[config.mk]
export PLATFORM = sky130hd
export DESIGN_NAME = wb_stage_flat
export DESIGN_NICKNAME = d
export VERILOG_FILES = /design/src/rtl/cpu_defs.sv /design/src/rtl/wb_stage_if.sv /design/src/rtl/load_align.sv /design/src/rtl/wb_stage.sv /design/src/flat_wrapper.sv
export SDC_FILE = /design/constraint.sdc
export NUM_CORES = 1
export LEC_CHECK = 0
export BUFFER_PORTS_ARGS = -buffer_cell sky130_fd_sc_hd__buf_2
export CAP_MARGIN = 20
export CORE_AREA = 2 2 116 118
export DETAILED_ROUTE_END_ITERATION = 7
export DIE_AREA = 0 0 118 120
export PLACE_DENSITY = 0.73
export RECOVER_POWER = 50
export SYNTH_ARGS = -nofsm -noshare
export SYNTH_HDL_FRONTEND = slang
export SYNTH_HIERARCHICAL = 1
export SYNTH_SLANG_ARGS = --single-unit
export TNS_END_PERCENT = 50
[constraint.sdc]
create_clock -name clk -period 4.95 [get_ports clk]
set_input_delay 0.495 -clock clk [delete_from_list [all_inputs] [get_ports clk]]
set_output_delay 0.495 -clock clk [all_outputs]
set_load 0.05 [all_outputs]
[src/rtl/cpu_defs.sv]
// Shared core definitions: writeback FSM encodings and load/store byte-valid masks.
package cpu_defs;

    typedef enum logic [1:0] {
        ST_IDLE = 2'd0,
        ST_WAIT = 2'd1,
        ST_HOLD = 2'd2,
        ST_DROP = 2'd3
    } wb_state_t;

    localparam logic [3:0] LS_B = 4'b0001;
    localparam logic [3:0] LS_H = 4'b0011;
    localparam logic [3:0] LS_W = 4'b1111;

endpackage

[src/rtl/wb_stage_if.sv]
// EX/WB segment bundle plus the data-memory response, as seen by the writeback stage.
interface wb_stage_if;

    logic [31:0] wb_pc;
    logic [31:0] wb_res;
    logic [31:0] wb_cp0rdata;
    logic [31:0] wb_hilordata;
    logic        wb_load;
    logic        wb_loadX;
    logic        wb_regwen;
    logic        wb_data_req;
    logic        wb_cp0ren;
    logic [3:0]  wb_lsV;
    logic [1:0]  wb_data_addr;
    logic [4:0]  wb_wreg;
    logic [1:0]  wb_hiloren;
    logic        data_data_ok;
    logic [31:0] data_rdata;

    modport master (
        output wb_pc, wb_res, wb_cp0rdata, wb_hilordata,
        output wb_load, wb_loadX, wb_regwen, wb_data_req, wb_cp0ren,
        output wb_lsV, wb_data_addr, wb_wreg, wb_hiloren,
        output data_data_ok, data_rdata
    );

    modport slave (
        input wb_pc, wb_res, wb_cp0rdata, wb_hilordata,
        input wb_load, wb_loadX, wb_regwen, wb_data_req, wb_cp0ren,
        input wb_lsV, wb_data_addr, wb_wreg, wb_hiloren,
        input data_data_ok, data_rdata
    );

endinterface

[src/rtl/load_align.sv]
// Load data alignment: shifts the addressed byte/halfword down and extends it.
module load_align
    import cpu_defs::*;
(
    input  logic [31:0] rdata,
    input  logic [1:0]  addr,
    input  logic [3:0]  lsV,
    input  logic        loadX,
    output logic [31:0] data
);

    logic [31:0] shifted;
    logic signed [7:0]  byte_s;
    logic signed [15:0] half_s;

    assign shifted = rdata >> {addr, 3'b000};
    assign byte_s  = shifted[7:0];
    assign half_s  = shifted[15:0];

    // Pick width by byte-valid mask; extension sign comes from loadX.
    always_comb begin
        data = rdata;
        case (lsV)
            LS_B:    data = {{24{loadX & byte_s[7]}}, byte_s};
            LS_H:    data = {{16{loadX & half_s[15]}}, half_s};
            LS_W:    data = rdata;
            default: data = rdata;
        endcase
    end

endmodule

[src/rtl/wb_stage.sv]
// Writeback stage: waits on memory responses, selects the result and issues
// exactly one register-file write per instruction.
module wb_stage
    import cpu_defs::*;
(
    input  logic        clk,
    input  logic        reset,
    input  logic        stall,
    input  logic        refresh,
    wb_stage_if.slave   wb,
    output logic        wb_stall,
    output logic        rf_wen,
    output logic [4:0]  rf_waddr,
    output logic [31:0] rf_wdata,
    output logic [31:0] debug_wb_pc,
    output logic [3:0]  debug_wb_rf_wen,
    output logic [4:0]  debug_wb_rf_wnum,
    output logic [31:0] debug_wb_rf_wdata
);

    wb_state_t   state, state_nxt;
    logic        done;
    logic [31:0] load_buf;
    logic [31:0] load_data;
    logic [31:0] result;
    logic        valid;
    logic        mem_start;
    logic        accept;
    logic        commit;

    load_align u_load_align (
        .rdata (wb.data_rdata),
        .addr  (wb.wb_data_addr),
        .lsV   (wb.wb_lsV),
        .loadX (wb.wb_loadX),
        .data  (load_data)
    );

    assign valid     = wb.wb_regwen | wb.wb_data_req;
    // A memory instruction that has not yet seen its response.
    assign mem_start = (state == ST_IDLE) & valid & wb.wb_data_req & ~done;
    // Response belonging to the current instruction, including same-cycle hits in IDLE.
    assign accept    = ((state == ST_WAIT) | mem_start) & wb.data_data_ok;
    assign commit    = (valid & ~wb.wb_data_req & ~done) | accept;

    // State register.
    always_ff @(posedge clk or posedge reset) begin
        if (reset) state <= ST_IDLE;
        else       state <= state_nxt;
    end

    // Next-state logic; a flush with a request in flight owes one response.
    always_comb begin
        state_nxt = state;
        case (state)
            ST_IDLE: begin
                if (mem_start) begin
                    if (wb.data_data_ok) state_nxt = (stall & ~refresh) ? ST_HOLD : ST_IDLE;
                    else if (refresh)    state_nxt = ST_DROP;
                    else                 state_nxt = ST_WAIT;
                end
            end
            ST_WAIT: begin
                if (wb.data_data_ok) state_nxt = (stall & ~refresh) ? ST_HOLD : ST_IDLE;
                else if (refresh)    state_nxt = ST_DROP;
            end
            ST_HOLD: begin
                if (~stall | refresh) state_nxt = ST_IDLE;
            end
            ST_DROP: begin
                if (wb.data_data_ok) state_nxt = ST_IDLE;
            end
            default: state_nxt = ST_IDLE;
        endcase
    end

    // Commit tracker: blocks repeat writes while the segment is held.
    always_ff @(posedge clk or posedge reset) begin
        if (reset)                 done <= 1'b0;
        else if (~stall | refresh) done <= 1'b0;
        else if (commit)           done <= 1'b1;
    end

    // Aligned load data captured on acceptance for a stable trace while held.
    always_ff @(posedge clk or posedge reset) begin
        if (reset)                   load_buf <= 32'd0;
        else if (accept & wb.wb_load) load_buf <= load_data;
    end

    // Result source select in priority order.
    always_comb begin
        result = wb.wb_res;
        if (wb.wb_load)                result = load_data;
        else if (wb.wb_cp0ren)         result = wb.wb_cp0rdata;
        else if (wb.wb_hiloren != 2'b00) result = wb.wb_hilordata;
    end

    assign wb_stall = ((state == ST_WAIT) & ~wb.data_data_ok)
                    | (mem_start & ~wb.data_data_ok)
                    | (state == ST_DROP);

    assign rf_wen   = wb.wb_regwen & (wb.wb_wreg != 5'd0) & commit & ~refresh;
    assign rf_waddr = wb.wb_wreg;
    assign rf_wdata = ((state == ST_HOLD) & wb.wb_load) ? load_buf : result;

    assign debug_wb_pc       = wb.wb_pc;
    assign debug_wb_rf_wen   = {4{rf_wen}};
    assign debug_wb_rf_wnum  = rf_waddr;
    assign debug_wb_rf_wdata = rf_wdata;

endmodule

[src/flat_wrapper.sv]
// flat-port wrapper written by rule: the top's interface ports become plain ports
module wb_stage_flat import cpu_defs::*;
  (clk, reset, stall, refresh, wb_stall, rf_wen, rf_waddr, rf_wdata, debug_wb_pc, debug_wb_rf_wen, debug_wb_rf_wnum, debug_wb_rf_wdata, wb_wb_pc, wb_wb_res, wb_wb_cp0rdata, wb_wb_hilordata, wb_wb_load, wb_wb_loadX, wb_wb_regwen, wb_wb_data_req, wb_wb_cp0ren, wb_wb_lsV, wb_wb_data_addr, wb_wb_wreg, wb_wb_hiloren, wb_data_data_ok, wb_data_rdata);
  wb_stage_if wb_i ();
  input  logic clk;
  input  logic reset;
  input  logic stall;
  input  logic refresh;
  output logic wb_stall;
  output logic rf_wen;
  output logic [4:0] rf_waddr;
  output logic [31:0] rf_wdata;
  output logic [31:0] debug_wb_pc;
  output logic [3:0] debug_wb_rf_wen;
  output logic [4:0] debug_wb_rf_wnum;
  output logic [31:0] debug_wb_rf_wdata;
  input wire logic [$bits(wb_i.wb_pc)-1:0] wb_wb_pc;
  input wire logic [$bits(wb_i.wb_res)-1:0] wb_wb_res;
  input wire logic [$bits(wb_i.wb_cp0rdata)-1:0] wb_wb_cp0rdata;
  input wire logic [$bits(wb_i.wb_hilordata)-1:0] wb_wb_hilordata;
  input wire logic [$bits(wb_i.wb_load)-1:0] wb_wb_load;
  input wire logic [$bits(wb_i.wb_loadX)-1:0] wb_wb_loadX;
  input wire logic [$bits(wb_i.wb_regwen)-1:0] wb_wb_regwen;
  input wire logic [$bits(wb_i.wb_data_req)-1:0] wb_wb_data_req;
  input wire logic [$bits(wb_i.wb_cp0ren)-1:0] wb_wb_cp0ren;
  input wire logic [$bits(wb_i.wb_lsV)-1:0] wb_wb_lsV;
  input wire logic [$bits(wb_i.wb_data_addr)-1:0] wb_wb_data_addr;
  input wire logic [$bits(wb_i.wb_wreg)-1:0] wb_wb_wreg;
  input wire logic [$bits(wb_i.wb_hiloren)-1:0] wb_wb_hiloren;
  input wire logic [$bits(wb_i.data_data_ok)-1:0] wb_data_data_ok;
  input wire logic [$bits(wb_i.data_rdata)-1:0] wb_data_rdata;
  assign wb_i.wb_pc = wb_wb_pc;
  assign wb_i.wb_res = wb_wb_res;
  assign wb_i.wb_cp0rdata = wb_wb_cp0rdata;
  assign wb_i.wb_hilordata = wb_wb_hilordata;
  assign wb_i.wb_load = wb_wb_load;
  assign wb_i.wb_loadX = wb_wb_loadX;
  assign wb_i.wb_regwen = wb_wb_regwen;
  assign wb_i.wb_data_req = wb_wb_data_req;
  assign wb_i.wb_cp0ren = wb_wb_cp0ren;
  assign wb_i.wb_lsV = wb_wb_lsV;
  assign wb_i.wb_data_addr = wb_wb_data_addr;
  assign wb_i.wb_wreg = wb_wb_wreg;
  assign wb_i.wb_hiloren = wb_wb_hiloren;
  assign wb_i.data_data_ok = wb_data_data_ok;
  assign wb_i.data_rdata = wb_data_rdata;
  wb_stage u_core (.clk(clk), .reset(reset), .stall(stall), .refresh(refresh), .wb(wb_i), .wb_stall(wb_stall), .rf_wen(rf_wen), .rf_waddr(rf_waddr), .rf_wdata(rf_wdata), .debug_wb_pc(debug_wb_pc), .debug_wb_rf_wen(debug_wb_rf_wen), .debug_wb_rf_wnum(debug_wb_rf_wnum), .debug_wb_rf_wdata(debug_wb_rf_wdata));
endmodule
After elaboration in Yosys (flattened, before gate mapping)
Cells that the tools add are included.

word-level totals
  bits in registers = 35
  input bits = 183

operators by class
  equal/unequal tests = 9
  shifts and indexed selects = 1
  mux-type cells = 16
  bitwise gates (word level) = 27
  reductions and logical operators = 5

operator list
  operator            number
  $mux 32             4
  $pmux 32 s2         1
  $shr 32x5->16       1
  $and 1x1->1         16
  $mux 2              8
  $pmux 2 s4          1
  $or 1x1->1          6
  $not 1->1           5
  $reduce_bool 5->1   1
  $eq 2x2->1 const B  2
  $eq 4x1->1 const B  1
  $eq 4x2->1 const B  1
  $ne 2x1->1 const B  2
  $reduce_and 4->1    1
  $reduce_bool 2->1   2
  $ne 3x3->1 const B  1
  $eq 2x1->1 const B  1
  $logic_not 2->1     1
  $mux 1              2
  $ne 2x2->1 const B  1

Logic depth before layout (Yosys ltp)
  depth after elaboration = 9
  gate-level depth with buffers = 10

Cells and area by module
Netlist, hierarchy kept.

by module, submodules not included
  module      instances  cells an instance  area each (um^2)  sequential area each (um^2)
  wb_stage    1          364                3656.0            875.8
  load_align  1          111                739.5             0.0

Worst setup path before layout
No wires, ideal clock.

  path type = in2out
  start point = in wb_wb_data_addr[1]
  end point = out rf_wdata[17]
  arrival = 2.777 ns
  path slack = 1.678 ns
  cell stages on the path = 10
  cells stage by stage = buf_6 -> nor2b_1 -> buf_2 -> a221o_1 -> o2111a_4 -> buf_6 -> a21o_1 -> mux2i_1 -> mux2i_1 -> buf_4

on the way
  word-level cells in the longest chain between the ends = 5

RTL lines
  what                            line                                RTL
  start: declaration              flat_wrapper.sv:27                  input wire logic [$bits(wb_i.wb_data_addr)-1:0] wb_wb_data_addr;
  $shr 32x5->16 (*)               load_align.sv:16                    assign shifted = rdata >> {addr, 3'b000};
  $and 1x1->1 (on tied branches)  load_align.sv:25, load_align.sv:24
  $pmux 32 s2 (*)                 load_align.sv:23                    case (lsV)
  via u_core.load_data[17]        wb_stage.sv:24                      logic [31:0] load_data;
  $mux 32 (*)                     wb_stage.sv:93                      if (wb.wb_load) result = load_data;
  $mux 32 (*)                     wb_stage.sv:104                     assign rf_wdata = ((state == ST_HOLD) & wb.wb_load) ? load_buf : result;
  end: declaration                flat_wrapper.sv:12                  output logic [31:0] rf_wdata;

Mark *: on every way through the listed nets, which the timed path passes. The rest lies on a longest branch.

Worst setup path after layout
  start point = in wb_wb_load
  end point = out debug_wb_rf_wdata[3]

on the way
  word-level cells in the longest chain between the ends = 2

RTL lines
  what                                    line                             RTL
  start: declaration                      flat_wrapper.sv:21               input wire logic [$bits(wb_i.wb_load)-1:0] wb_wb_load;
  $mux 32 or $and 1x1->1 (tied branches)  wb_stage.sv:93, wb_stage.sv:104
  $mux 32 (*)                             wb_stage.sv:104
  end: declaration                        flat_wrapper.sv:16               output logic [31:0] debug_wb_rf_wdata;

Every way passes the cells marked *; elsewhere a longest branch is shown, timed or not.

==> impl_metrics.yaml <==
timing:
  setup_viol: 0
  tns_ns: 0
  tightest_slew_ns: 2.57
  period_share: 0.715
  hold_viol: 0
  drv_slew: 70
  finClkSkew_ns: 0.00515
  rsz0062_at_grt: "no"
  clock.fmax_ghz: 0.282
  min_period_ns: 3.54
  slew_headroom: -0.713
floorplanning:
  die-area_sq_um: 14200
  ioPinCount: 295
  coreArea_sq_um: 13000
  initial_utilization: 0.339
  fp.dieW_um: 118
  rows: 42
  die_h_um: 120
grt:
  grt_pass1_wl_mm: 20.7
  antenna_found_initial: 1
  grt_pass1_vias: 3893
  overflow: 0
  track_usage: 0.186
  grt_max_degree: 52
route:
  drcViolationCount: 0
  first_iter_violations: 186
  first_pass_iters: 6
  ant_nets: 0
  vias_per_cell: 5.18
  vias: 4028
  routedWlPerCell_um: 17.6
  routed_wl_mm: 13.7
synth:
  synth.area.top_cells: "dfrtp_1 (20%), mux2i_1 (15%), buf_4 (13%), mux2_4 (11%), o311ai_1 (6.0%)"
  synth_area_sq_um: 4400
  synthCells: 475
  synth_seq_cells: 35
  synth_common_cells: "buf_4 (79), mux2i_1 (68), dfrtp_1 (35), or4_1 (33), nand2b_1 (32)"
  synthMostInstantiatedCell: "buf_4"
  synth_edf_count: 0
  ys_types: 42
  syn_avg_cell_area_sq_um: 9.25
  synth_top_area_share: 0.199
  synth_ff_type: "dfrtp_1"
  synth-warning-count: 6
  syn_nets: 658
  synthArstFlopShare: 1.00
  ys_seq_area_frac: 0.199
  synth_top_area_cell: "dfrtp_1"
min_path:
  hp-start: "wb_data_data_ok"
  hold_path_end: "u_core/state[0]"
  min_delay_path_depth: 2
  hp-class: "input port to register"
finish:
  final_net_count: 783
  drive_gt1_frac: 0.444
  utilization: 0.395
  multi_input_area_sq_um: 2650
  seq_area_sq_um: 876
  n_fill_cell: 1384
  area_delta_synth_final_pct: 16.7
clock_network:
  root_buffer: "clkbuf_16"
  postCtsResizedCells: 0
  cts_max_path_buffers: 2
  postCtsSetupBuffers: 0
  cts_hold_buf: 0
  cts_inserted_buffers: 5
  cts.clk_slew.worst_paths_ns: 0.05
  ctsHtreeMaxLevel: 2
  clk_latency_ns: 0.28
  cts_sinks: 35
  tritoncts: "done"
run_status:
  violations: "max-capacitance violations, max-slew violations"
  status: "finished with violations"
placement:
  hpwlAfterDp_mm: 10.6
  portBuffers: 230
  place_congestion: 0.834
setup_path:
  cp_cell_sequence: "clkbuf_1, mux2i_1, buf_2"
  path_buf_inv: 2
  crit_family: "buffers and inverters"
  critical_path_class: "input port to output pin"
  r2r_slack_ns: 2.69
  crit_fanout: 33
  critPathMaxStageDelay_ns: 1.79
  crit_path_start_kind: "input port"
  rr_endpoint: "u_core/load_buf[13]"
  worstSetupEndpointType: "output pin"
  regToRegStartpoint: "u_core/state[1]"
  cpMaxStageDelayCell: "clkbuf_1"
  r2r_cells: 4
  cp.required_ns: 4.45
  worstPathArrival_ns: 3.05
pwr:
  leakage_uw: 0.00253
  ir_drop_mv: 0.195
  p_per_area_nw_per_um2: 335
job:
  drv_cap: 2
[cell type report]
type	instances	share of cell area
multi-input cells	315	0.517
repair buffers	237	0.231
flip-flops and latches	35	0.171
well taps	176	0.0429
clock buffers	6	0.0271
clock inverters	2	0.00683
inverters	6	0.00439
diodes	1	0.000488
[cells by family after synthesis]
kind of cell | synth area share
muxes | 0.279
DFF | 0.199
buffers and inverters | 0.191
AOI/OAI and AO/OA | 0.171
and+or+nand+nor | 0.161
[report_power, final]
part | switching (uW) | internal (uW) | total (uW)
Clock | 118 | 250 | 368
Combinational | 587 | 322 | 909
Sequential | 56.1 | 383 | 439
[state kept, by name, summed over array words and instances (netlist names)]
register and count:
u_core/load_buf 32, u_core/done 1, u_core/state 2
[metrics by stage]
| step | cell area [sq um] | hold slack, ns | power (uW) | cells | setup WS [ns] |
|---|---|---|---|---|---|
| after floorplan | 4400 | 0.479 | 1300 | 475 | 1.68 |
| after global placement | 5010 | 0.487 | 1370 | 769 | 1.90 |
| after detailed placement | 5010 | 0.493 | 1380 | 769 | 1.89 |
| after CTS | 5190 | 0.346 | 1760 | 777 | 1.87 |
| after global routing | 5120 | 0.435 | 1810 | 777 | 1.20 |
| final | 5130 | 0.419 | 1720 | 778 | 1.41 |
[placed cells by master (no fill, tap or decap), drive strengths merged, types with 2 or more instances in the layout]
master,synthesis,layout
nand2,14,14
nand3b,3,3
mux2,36,36
o311ai,32,32
nand2b,32,32
nand3,3,3
a211oi,5,5
mux2i,68,68
o31ai,6,6
a22oi,3,3
nor2,15,15
o211ai,2,2
inv,6,6
a21o,16,16
and3b,2,2
a221oi,3,3
nor3b,2,2
dfrtp,35,35
a31oi,5,5
buf,94,223
o21ai,9,9
a21oi,8,8
clkbuf,25,20
nor2b,8,8
a21boi,4,4
or4,33,33
[per-layer routing]
metal,GRT usage,up-vias,part of all wire
li1,-,1945,-
met4,0.0414,0,0.012
met1,0.240,1889,0.43
met3,0.0471,20,0.076
met2,0.315,174,0.48
met5,0,-,0
[worst max path at each step]
stage | startpoint | end | slack, ns | depth (start not counted)
2_1_floorplan | wb_wb_data_addr[1] | rf_wdata[17] | 1.68 | 10
5_1_grt | wb_wb_load | u_core/load_buf[15] | 1.20 | 4
3_5_place_dp | wb_wb_data_addr[1] | debug_wb_rf_wdata[25] | 1.89 | 8
3_3_place_gp | wb_wb_data_addr[1] | debug_wb_rf_wdata[28] | 1.90 | 8
6_report | wb_wb_load | debug_wb_rf_wdata[3] | 1.41 | 3
4_1_cts | u_core/state[0] | rf_wdata[12] | 1.87 | 5
No activity file was read; power rests on OpenSTA's default activity.
